`config.mk`:
```
export PLATFORM = sky130hd
export DESIGN_NAME = fifo_out_arbiter_flat
export DESIGN_NICKNAME = d
export VERILOG_FILES = /design/src/rtl/fifo_out_arbiter_if.sv /design/src/rtl/fifo_out_arbiter.sv /design/src/flat_wrapper.sv
export SDC_FILE = /design/constraint.sdc
export NUM_CORES = 1
export LEC_CHECK = 0
export ABC_CLOCK_PERIOD_IN_PS = 11700
export CORE_MARGIN = 1
export CORE_UTILIZATION = 39
export CTS_CLUSTER_SIZE = 16
export DETAILED_ROUTE_END_ITERATION = 7
export MAX_ROUTING_LAYER = met4
export PLACE_DENSITY = 0.84
export SETUP_SLACK_MARGIN = 0.2
export SLEW_MARGIN = 20
export SYNTH_ARGS = -nofsm -noshare
export SYNTH_HDL_FRONTEND = slang
export SYNTH_SLANG_ARGS = --single-unit
```
`constraint.sdc`:
```
create_clock -name clk -period 11.7 [get_ports clk]
set_clock_uncertainty 0.1 [all_clocks]
set_input_delay 1.17 -clock clk [delete_from_list [all_inputs] [get_ports clk]]
set_output_delay 1.17 -clock clk [all_outputs]
set_load 0.03 [all_outputs]
```
`src/rtl/fifo_out_arbiter_if.sv`:
```
// Bundle of the input-FIFO heads and the downstream channel served by one router output port.
interface fifo_out_arbiter_if #(
  parameter int unsigned N_IN  = 5,
  parameter int unsigned IDX_W = 3,
  parameter int unsigned W     = 32
);
  logic [N_IN-1:0]   in_empty;
  logic [N_IN-1:0]   in_want;
  logic [N_IN-1:0]   in_tail;
  logic [N_IN*W-1:0] in_items;
  logic [N_IN-1:0]   in_read;
  logic              out_full;
  logic              out_write;
  logic [W-1:0]      out_item;
  logic [IDX_W-1:0]  grant_idx;
  logic              locked;

  modport master (
    input  in_empty, in_want, in_tail, in_items, out_full,
    output in_read, out_write, out_item, grant_idx, locked
  );

  modport slave (
    output in_empty, in_want, in_tail, in_items, out_full,
    input  in_read, out_write, out_item, grant_idx, locked
  );
endinterface

```
`src/rtl/fifo_out_arbiter.sv`:
```
// NoC output-port scheduler: round-robin between input FIFOs with a wormhole lock
// held for the whole packet; pops the winner and registers its flit downstream.
module fifo_out_arbiter #(
  parameter int unsigned N_IN  = 5,
  parameter int unsigned IDX_W = 3,
  parameter int unsigned W     = 32
) (
  input  logic                clk,
  input  logic                reset,
  fifo_out_arbiter_if.master  bus
);
  localparam int unsigned LAST = N_IN - 1;

  typedef enum logic {S_IDLE = 1'b0, S_LOCKED = 1'b1} state_t;

  state_t             r_state;
  state_t             w_state_nxt;
  logic [IDX_W-1:0]   r_rr_ptr;
  logic [IDX_W-1:0]   w_rr_nxt;
  logic [IDX_W-1:0]   r_grant_idx;
  logic [IDX_W-1:0]   w_gnt;
  logic [IDX_W-1:0]   w_off;
  logic [IDX_W-1:0]   w_rr_win;
  logic [IDX_W:0]     w_sum;
  logic               w_gnt_vld;
  logic               r_out_write;
  logic [W-1:0]       r_out_item;
  logic [W-1:0]       w_item;
  logic [N_IN-1:0]    w_req;
  logic [2*N_IN-1:0]  w_dbl;
  logic               w_any_req;
  logic               w_owner_req;

  assign w_req       = ~bus.in_empty & bus.in_want;
  assign w_any_req   = |w_req;
  assign w_owner_req = w_req[r_grant_idx];
  assign w_dbl       = {w_req, w_req} >> r_rr_ptr;

  // Lowest set bit of the rotated request vector is the first requester at or after rr_ptr
  always_comb begin
    w_off = '0;
    for (int k = int'(N_IN) - 1; k >= 0; k--) begin
      if (w_dbl[k]) w_off = IDX_W'(k);
    end
  end

  always_comb begin
    w_sum = {1'b0, r_rr_ptr} + {1'b0, w_off};
    if (w_sum >= (IDX_W+1)'(N_IN)) w_sum = w_sum - (IDX_W+1)'(N_IN);
    w_rr_win = w_sum[IDX_W-1:0];
  end

  // Next state and grant; a tail flit releases the port and advances the pointer past its owner
  always_comb begin
    w_state_nxt = r_state;
    w_gnt_vld   = 1'b0;
    w_gnt       = r_grant_idx;
    w_rr_nxt    = r_rr_ptr;
    case (r_state)
      S_IDLE: begin
        if (!bus.out_full && w_any_req) begin
          w_gnt_vld = 1'b1;
          w_gnt     = w_rr_win;
        end
      end
      S_LOCKED: begin
        if (!bus.out_full && w_owner_req) w_gnt_vld = 1'b1;
      end
      default: w_state_nxt = S_IDLE;
    endcase
    if (w_gnt_vld) begin
      if (bus.in_tail[w_gnt]) begin
        w_state_nxt = S_IDLE;
        w_rr_nxt    = (w_gnt == IDX_W'(LAST)) ? '0 : w_gnt + IDX_W'(1);
      end else begin
        w_state_nxt = S_LOCKED;
      end
    end
  end

  always_comb begin
    bus.in_read = '0;
    if (w_gnt_vld && !reset) bus.in_read[w_gnt] = 1'b1;
  end

  always_comb begin
    w_item = '0;
    for (int i = 0; i < int'(N_IN); i++) begin
      if (IDX_W'(i) == w_gnt) w_item = bus.in_items[i*int'(W) +: W];
    end
  end

  always_ff @(posedge clk) begin
    if (reset) r_state <= S_IDLE;
    else       r_state <= w_state_nxt;
  end

  always_ff @(posedge clk) begin
    if (reset) begin
      r_rr_ptr    <= '0;
      r_grant_idx <= '0;
      r_out_write <= 1'b0;
      r_out_item  <= '0;
    end else begin
      r_rr_ptr    <= w_rr_nxt;
      r_out_write <= w_gnt_vld;
      if (w_gnt_vld) begin
        r_out_item  <= w_item;
        r_grant_idx <= w_gnt;
      end
    end
  end

  assign bus.out_write = r_out_write;
  assign bus.out_item  = r_out_item;
  assign bus.grant_idx = r_grant_idx;
  assign bus.locked    = (r_state == S_LOCKED);
endmodule
```
`src/flat_wrapper.sv`:
```
// flat-port wrapper written by rule: the top's interface ports become plain ports
module fifo_out_arbiter_flat 
#(
  parameter int unsigned N_IN  = 5,
  parameter int unsigned IDX_W = 3,
  parameter int unsigned W     = 32
)
  (clk, reset, bus_in_empty, bus_in_want, bus_in_tail, bus_in_items, bus_out_full, bus_in_read, bus_out_write, bus_out_item, bus_grant_idx, bus_locked);
  fifo_out_arbiter_if #(.N_IN(N_IN), .IDX_W(IDX_W), .W(W)) bus_i ();
  input  logic clk;
  input  logic reset;
  input wire logic [$bits(bus_i.in_empty)-1:0] bus_in_empty;
  input wire logic [$bits(bus_i.in_want)-1:0] bus_in_want;
  input wire logic [$bits(bus_i.in_tail)-1:0] bus_in_tail;
  input wire logic [$bits(bus_i.in_items)-1:0] bus_in_items;
  input wire logic [$bits(bus_i.out_full)-1:0] bus_out_full;
  output wire logic [$bits(bus_i.in_read)-1:0] bus_in_read;
  output wire logic [$bits(bus_i.out_write)-1:0] bus_out_write;
  output wire logic [$bits(bus_i.out_item)-1:0] bus_out_item;
  output wire logic [$bits(bus_i.grant_idx)-1:0] bus_grant_idx;
  output wire logic [$bits(bus_i.locked)-1:0] bus_locked;
  assign bus_i.in_empty = bus_in_empty;
  assign bus_i.in_want = bus_in_want;
  assign bus_i.in_tail = bus_in_tail;
  assign bus_i.in_items = bus_in_items;
  assign bus_i.out_full = bus_out_full;
  assign bus_in_read = bus_i.in_read;
  assign bus_out_write = bus_i.out_write;
  assign bus_out_item = bus_i.out_item;
  assign bus_grant_idx = bus_i.grant_idx;
  assign bus_locked = bus_i.locked;
  fifo_out_arbiter #(.N_IN(N_IN), .IDX_W(IDX_W), .W(W)) u_core (.clk(clk), .reset(reset), .bus(bus_i));
endmodule
```
Yosys cells after proc, flatten, opt, wreduce, memory -nomap -nowiden
Index checks and enable logic that the tools add are counted.
{"block": "op_classes", "bitwise_logic": 3, "n_mux": 25, "n_eq_ne": 5, "magnitude_cmp": 4, "add_sub_neg": 3, "shifts": 1, "n_reduce_logical": 9}
{"operator": "32-bit two-way mux", "n": 5}
{"operator": "3-bit two-way mux", "n": 9}
{"operator": "10-bit by 3-bit >> shifter with 5-bit output", "n": 1}
{"operator": "3-bit by 4-bit less-than comparator with 1-bit output, second input constant", "n": 2}
{"operator": "1-bit binary-select mux with 3-bit select", "n": 2}
{"operator": "2-bit by 3-bit == test with 1-bit output, first input constant", "n": 2}
{"operator": "1-bit two-way mux", "n": 6}
{"operator": "5-bit AND", "n": 1}
{"operator": "5-bit two-way mux", "n": 1}
{"operator": "5-bit NOT", "n": 1}
{"operator": "5-bit OR reduction", "n": 1}
{"operator": "3-bit by 3-bit adder with 4-bit output", "n": 1}
{"operator": "4-bit by 3-bit greater-or-equal comparator with 1-bit output, second input constant", "n": 1}
{"operator": "1-bit logical AND", "n": 4}
{"operator": "3-bit by 1-bit adder with 3-bit output, second input constant", "n": 1}
{"operator": "1-bit demux with 3-bit select", "n": 1}
{"operator": "1-bit by 3-bit == test with 1-bit output, first input constant", "n": 1}
{"operator": "3-bit == test, first input constant", "n": 1}
{"operator": "3-bit == test, second input constant", "n": 1}
{"operator": "3-bit by 1-bit greater-or-equal comparator with 1-bit output, second input constant", "n": 1}
{"operator": "3-bit zero test", "n": 1}
{"operator": "3-bit subtractor, second input constant", "n": 1}
{"operator": "1-bit zero test", "n": 2}
{"operator": "1-bit one-hot mux with 2 select lines", "n": 1}
{"operator": "2 further kinds", "n": 2}
{"block": "word_totals", "elab_cells": 55, "ff_bits": 40}

Depth between registers and ports, before layout
{"block": "depth", "word_depth": 19, "mapped_depth": 24, "depth_no_buf": 22}

Worst setup path before layout
Ideal clock, no wire load.
{"block": "synth_path", "path_kind": "input to output", "start": "input port bus_in_empty[1]", "end": "output port bus_in_read[4]", "required_time_ps": 10430, "setup_slack_ps": 5072, "t_arrival_ps": 5358, "path_stages": 17, "cell_sequence": "nand2b_1 mux2_2 mux2_2 mux2i_1 nor2_1 o211ai_1 o31ai_1 ha_1 fa_1 inv_1 ha_1 nand2b_1 a221oi_2 mux2_4 mux2i_4 nand2_1 nor4_1"}
{"block": "synth_between", "elab_chain_cells": 18, "word_cells_on_any_way": 29, "classes_between": "2 x add/sub; 3 x order compare; 1 x shift; 16 x mux; 2 x bitwise; 5 x reduce/logical"}
{"item": "start, declared", "line": "flat_wrapper.sv:12", "text": "input wire logic [$bits(bus_i.in_empty)-1:0] bus_in_empty;"}
{"item": "5-bit NOT *", "line": "fifo_out_arbiter.sv:34", "text": "assign w_req = ~bus.in_empty & bus.in_want;"}
{"item": "5-bit AND *", "line": "fifo_out_arbiter.sv:34"}
{"item": "10-bit by 3-bit >> shifter with 5-bit output", "line": "fifo_out_arbiter.sv:37", "text": "assign w_dbl = {w_req, w_req} >> r_rr_ptr;"}
{"item": "3-bit two-way mux (5 in series)", "line": "fifo_out_arbiter.sv:43", "text": "if (w_dbl[k]) w_off = IDX_W'(k);"}
{"item": "3-bit by 3-bit adder with 4-bit output", "line": "fifo_out_arbiter.sv:48", "text": "w_sum = {1'b0, r_rr_ptr} + {1'b0, w_off};"}
{"item": "4-bit by 3-bit greater-or-equal comparator with 1-bit output or 3-bit subtractor (tied branches)", "line": "fifo_out_arbiter.sv:49", "text": "if (w_sum >= (IDX_W+1)'(N_IN)) w_sum = w_sum - (IDX_W+1)'(N_IN);"}
{"item": "3-bit two-way mux", "line": "fifo_out_arbiter.sv:49"}
{"item": "3-bit two-way mux", "line": "fifo_out_arbiter.sv:61", "text": "if (!bus.out_full && w_any_req) begin"}
{"item": "3-bit two-way mux", "line": "fifo_out_arbiter.sv:59", "text": "case (r_state)"}
{"item": "3-bit by 4-bit less-than comparator with 1-bit output (implied by the code) or 3-bit by 1-bit greater-or-equal comparator with 1-bit output (tied branches)", "line": "fifo_out_arbiter.sv:83", "text": "if (w_gnt_vld && !reset) bus.in_read[w_gnt] = 1'b1;"}
{"item": "1-bit logical AND (implied by the code)", "line": "fifo_out_arbiter.sv:83"}
{"item": "1-bit two-way mux (implied by the code)", "line": "fifo_out_arbiter.sv:83"}
{"item": "1-bit demux with 3-bit select"}
{"item": "5-bit two-way mux *", "line": "fifo_out_arbiter.sv:83"}
{"item": "end, declared", "line": "flat_wrapper.sv:17", "text": "output wire logic [$bits(bus_i.in_read)-1:0] bus_in_read;"}
Mark *: on every way between the ends. The rest lies on a longest branch, timed or not. The select of a mux whose other input is x is not followed.

Worst setup path after layout
{"block": "layout_path", "start": "input port bus_in_empty[4]", "end": "output port bus_in_read[1]"}
{"block": "layout_between", "elab_chain_cells": 18, "word_cells_on_any_way": 29, "classes_between": "2 x add/sub; 3 x order compare; 1 x shift; 16 x mux; 2 x bitwise; 5 x reduce/logical"}
{"item": "5-bit NOT *", "line": "fifo_out_arbiter.sv:34"}
{"item": "5-bit AND *", "line": "fifo_out_arbiter.sv:34"}
{"item": "10-bit by 3-bit >> shifter with 5-bit output", "line": "fifo_out_arbiter.sv:37"}
{"item": "3-bit two-way mux (5 in series)", "line": "fifo_out_arbiter.sv:43"}
{"item": "3-bit by 3-bit adder with 4-bit output", "line": "fifo_out_arbiter.sv:48"}
{"item": "4-bit by 3-bit greater-or-equal comparator with 1-bit output", "line": "fifo_out_arbiter.sv:49"}
{"item": "3-bit two-way mux", "line": "fifo_out_arbiter.sv:49"}
{"item": "3-bit two-way mux *", "line": "fifo_out_arbiter.sv:61"}
{"item": "3-bit two-way mux *", "line": "fifo_out_arbiter.sv:59"}
{"item": "named net u_core.w_gnt[1]", "line": "fifo_out_arbiter.sv:21", "text": "logic [IDX_W-1:0] w_gnt;"}
{"item": "3-bit by 4-bit less-than comparator with 1-bit output (implied by the code) or 3-bit by 1-bit greater-or-equal comparator with 1-bit output (tied branches)", "line": "fifo_out_arbiter.sv:83"}
{"item": "1-bit logical AND (implied by the code)", "line": "fifo_out_arbiter.sv:83"}
{"item": "1-bit two-way mux (implied by the code)", "line": "fifo_out_arbiter.sv:83"}
{"item": "1-bit demux with 3-bit select *"}
{"item": "5-bit two-way mux *", "line": "fifo_out_arbiter.sv:83"}
Mark *: on every way through the listed nets, which the timed path passes. The rest lies on a longest branch. The select of a mux whose other input is x is not followed.

==> key figures <==
Status
  – Result of the run: finished, final reports clean

Routing
  – Average detailed-routed wire length per instance: approximately 17 um
  – ANT nets after route: 0
  – Routed via count divided by cell count: between 5 and 6
  – Drt drc: 0
  – Via total after detailed routing: 4120
  – Violation count after the first detailed-routing iteration: between 300 and 400
  – Pre-Repair DR Iteration Count: 5
  – Total length of routed wires: 12.4 mm

Run
  – Max-cap violations: 0

Clocking
  – Number of buffers inserted to repair setup after CTS: 0
  – TritonCTS clock tree: built
  – Clk_lat worst skew: 0.29 ns
  – Number of clock sinks seen by CTS: 40
  – Number of gates given a new drive strength after cts: 0
  – Total number of H-tree levels: 2
  – Worst-case clock buffer depth: 2
  – Clock-pin slew of the registers on the worst-case setup and hold paths: roughly 0.070 ns
  – Hold Buf Count CTS: 0
  – Root buffer cell: sky130_fd_sc_hd__clkbuf_8
  – CTS Buf Count: 5

Yosys
  – Share of flip-flops with an asynchronous set or reset after synthesis: 0
  – Most frequent cell after synthesis: sky130_fd_sc_hd__nor2_1
  – Synth area leaders: sky130_fd_sc_hd__dfxtp_1, sky130_fd_sc_hd__a222oi_1, sky130_fd_sc_hd__nor2_1, sky130_fd_sc_hd__nand2_1, sky130_fd_sc_hd__a211oi_1
  – Largest area contributor in the synthesized netlist: sky130_fd_sc_hd__dfxtp_1
  – Fraction of post-synthesis cell area in the top cell type by area: 0.247
  – Unique masters post-synth: 44
  – Register area share after synthesis: 0.247
  – Most used flip-flop cell after synthesis: sky130_fd_sc_hd__dfxtp_1
  – EDFF count, synth: 0
  – Synthesis warning total: 0
  – Gate Count Post-Synth: approximately 450
  – Net count after synthesis: 641
  – Average cell area after synthesis: around 7 um2
  – Synth Register Bits: 40
  – Cell types with the highest counts after synthesis: sky130_fd_sc_hd__nor2_1, sky130_fd_sc_hd__nand2_1, sky130_fd_sc_hd__dfxtp_1, sky130_fd_sc_hd__a21oi_1, sky130_fd_sc_hd__o21ai_0
  – Mapped Area: approximately 3200 um2

Critical path
  – Element type at the critical path end: primary output
  – Setup slack on the worst flop-to-flop path: 5.75 ns
  – Cell type of the slowest stage on the worst timing path: sky130_fd_sc_hd__clkdlybuf4s50_1
  – Number of cells on the worst reg-to-reg path: 21
  – Cell-by-cell listing of the critical path: clkdlybuf4s50_1, nand2b_1, mux2_2, mux4_2, nor2_1, nor2_1, o31ai_1, ha_1, fa_1, inv_1, ha_1, nand2b_1, a221oi_2, mux2_4, mux2i_4, inv_1, nor3_1, clkdlybuf4s50_1
  – Origin of the critical flop-to-flop path: u_core.r_rr_ptr[0]
  – Arrival time of data at the critical path endpoint: 6.10 ns
  – Critical path data required time: between 10 and 15 ns
  – CP peak stage delay: roughly 0.7 ns
  – Critical path start-end classification: primary input to primary output
  – Critical path origin: bus_in_empty[4]
  – Max Fanout on Critical Path: 9
  – Crit start category: primary input
  – Reg2reg end: u_core.bus.out_item[26]

Global routing
  – First-pass GRT wire length: ~19 mm
  – Largest net degree at the start of global routing: 67
  – Overall fraction of global-route tracks in use: 0.287
  – Initial antenna violation count: 0
  – Number of global-route vias before repair: between 3k and 4k
  – Overflow after GRT: 0

Pwr
  – Combinational fraction of design power: 0.802
  – Max rail drop VDD: around 290 uV
  – Proportion of power drawn by flip-flops and latches: 0.138
  – Power dissipated by switching net loads: just over 0.0008 W
  – Internal power summed over all cells: 0.000780 W
  – Power Density: ~290 nW/um2
  – Switch share: 0.512
  – Clk network pwr share: 0.060
  – Total power: approximately 0.0016 W
  – Leakage dissipation: 2.10 nW

Finish
  – Total area of multi-input combinational cells: 2260 um2
  – Share of cells above drive strength 1: 0.0528
  – Area growth syn-to-layout: 71.7%
  – Number of diodes added for antenna fixing: 0
  – Number of nets in the layout: ~830
  – Register Area: around 800 um2
  – FILL cells: roughly 640

Hold path
  – Hold Path Depth: 2
  – Startpoint of the lowest-slack hold path: u_core.bus.out_item[2]
  – Kind of path behind the tightest hold check: register to register
  – Worst min-delay path endpoint: u_core.bus.out_item[2]

Floorplanning
  – Die outline width: 93.2 um
  – Core ar.: ~7900 um2
  – Overall die area: approximately 8700 um2
  – Number of placement rows: 32
  – I/O pins: 220
  – Die H: about 93 um
  – Starting utilization of the core area: 0.411

STA
  – Setup repair after global routing missed its margin: false
  – Maximum clock frequency: between 100 and 150 MHz
  – Aggregate negative setup slack: 0 ns
  – Final setup violation count: 0
  – Final number of max-transition violations: 0
  – Shortest clock period the worst path allows after layout: around 7.4 ns
  – Hold violation count in the final report: 0
  – Final cycle utilization of the critical path: 0.630
  – Slew at the pin with the worst max-slew slack: a little over 1 ns
  – Relative slew slack: 0.325

Placement
  – Sum of net half-perimeters after detailed placement: approximately 9.6 mm
  – Final estimated routing congestion in global placement: slightly below 0.9
  – IO Port Bufs: 219
==> kinds of logic after synthesis <==
| kind of cell | after synthesis | synth area share |
|---|---|---|
| and+or+nand+nor | 176 | 0.227 |
| AOI/OAI and AO/OA | 152 | 0.338 |
| buffers and inverters | 55 | 0.0651 |
| DFF | 40 | 0.247 |
| muxes | 16 | 0.0732 |
| adders and majority gates | 11 | 0.0447 |
| xor gates and xnor gates | 2 | 0.00540 |
==> critical path, delay by kind of cell <==
| family | cells | cell delay, ns |
|---|---|---|
| mux | 4 | 1.45 |
| buf+inv | 4 | 1.32 |
| fa+ha+maj | 3 | 0.90 |
| simple gates | 5 | 0.70 |
| compound gates | 2 | 0.55 |
==> worst max-delay path by stage <==
stage	to	slack, ns	depth (start not counted)
finish	bus_in_read[1]	4.33	18
global route	bus_in_read[1]	4.04	18
CTS	bus_in_read[1]	4.32	18
detailed placement	bus_in_read[1]	4.36	18
global placement	bus_in_read[1]	4.52	19
floorplan	bus_in_read[4]	5.07	17
==> registers in the layout (all words and copies together) (netlist names) <==
register              cells
u_core.bus.grant_idx      3
u_core.r_rr_ptr           3
u_core.bus.out_write      1
u_core.bus.out_item      32
u_core.bus.locked         1
==> per-layer routing <==
layer | wire length [um] | share of wire | GRT usage | vias up
li1 | - | - | - | 2044
met1 | 4710 | 0.38 | 0.309 | 1865
met2 | 6340 | 0.51 | 0.496 | 179
met3 | 826 | 0.067 | 0.0683 | 32
met4 | 509 | 0.041 | 0.133 | 0
met5 | 0 | 0 | - | -
==> cells in the final DEF, fill, tap and decap left out, types with 4 or more instances in the layout <==
cell type / n
sky130_fd_sc_hd__nor3_1: 7
sky130_fd_sc_hd__nand2_1: 68
sky130_fd_sc_hd__ha_1: 8
sky130_fd_sc_hd__a222oi_1: 32
sky130_fd_sc_hd__mux2_2: 4
sky130_fd_sc_hd__nand2b_1: 10
sky130_fd_sc_hd__buf_4: 4
sky130_fd_sc_hd__clkbuf_8: 6
sky130_fd_sc_hd__a211oi_1: 33
sky130_fd_sc_hd__clkdlybuf4s50_1: 218
sky130_fd_sc_hd__o21ai_0: 35
sky130_fd_sc_hd__a21oi_1: 35
sky130_fd_sc_hd__mux2i_1: 5
sky130_fd_sc_hd__inv_1: 15
sky130_fd_sc_hd__dfxtp_1: 40
sky130_fd_sc_hd__nor2_1: 75
==> through the flow <==
stage | area [um2] | hold WS [ns] | utilization | instances | setup WS [ns]
3_3_place_gp | 5460 | 0.386 | 0.692 | 737 | 4.52
6_report | 5570 | 0.397 | 0.706 | 746 | 4.33
4_1_cts | 5550 | 0.401 | 0.704 | 745 | 4.32
2_1_floorplan | 3250 | 0.423 | - | 452 | 5.07
3_5_place_dp | 5460 | 0.391 | 0.692 | 737 | 4.36
5_1_grt | 5570 | 0.432 | 0.706 | 746 | 4.04
==> area by class of cell <==
type,count,share of cell area
Clock buffer,8,0.0162
Inverter,15,0.0101
Multi-Input combinational cell,357,0.406
Sequential cell,40,0.144
Tap cell,102,0.0229
Timing Repair Buffer,224,0.402
==> power by group through the flow <==
stage | logic (W) | registers (W) | clock network (W)
floorplan | 0.000834 | 0.000302 | 0
global placement | 0.00123 | 0.000221 | 0
detailed placement | 0.00126 | 0.000224 | 0
CTS | 0.00127 | 0.000221 | 0.0000971
global route | 0.00141 | 0.000228 | 0.000105
finish | 0.00128 | 0.000221 | 0.0000954
(Power assumes the default switching activity.)
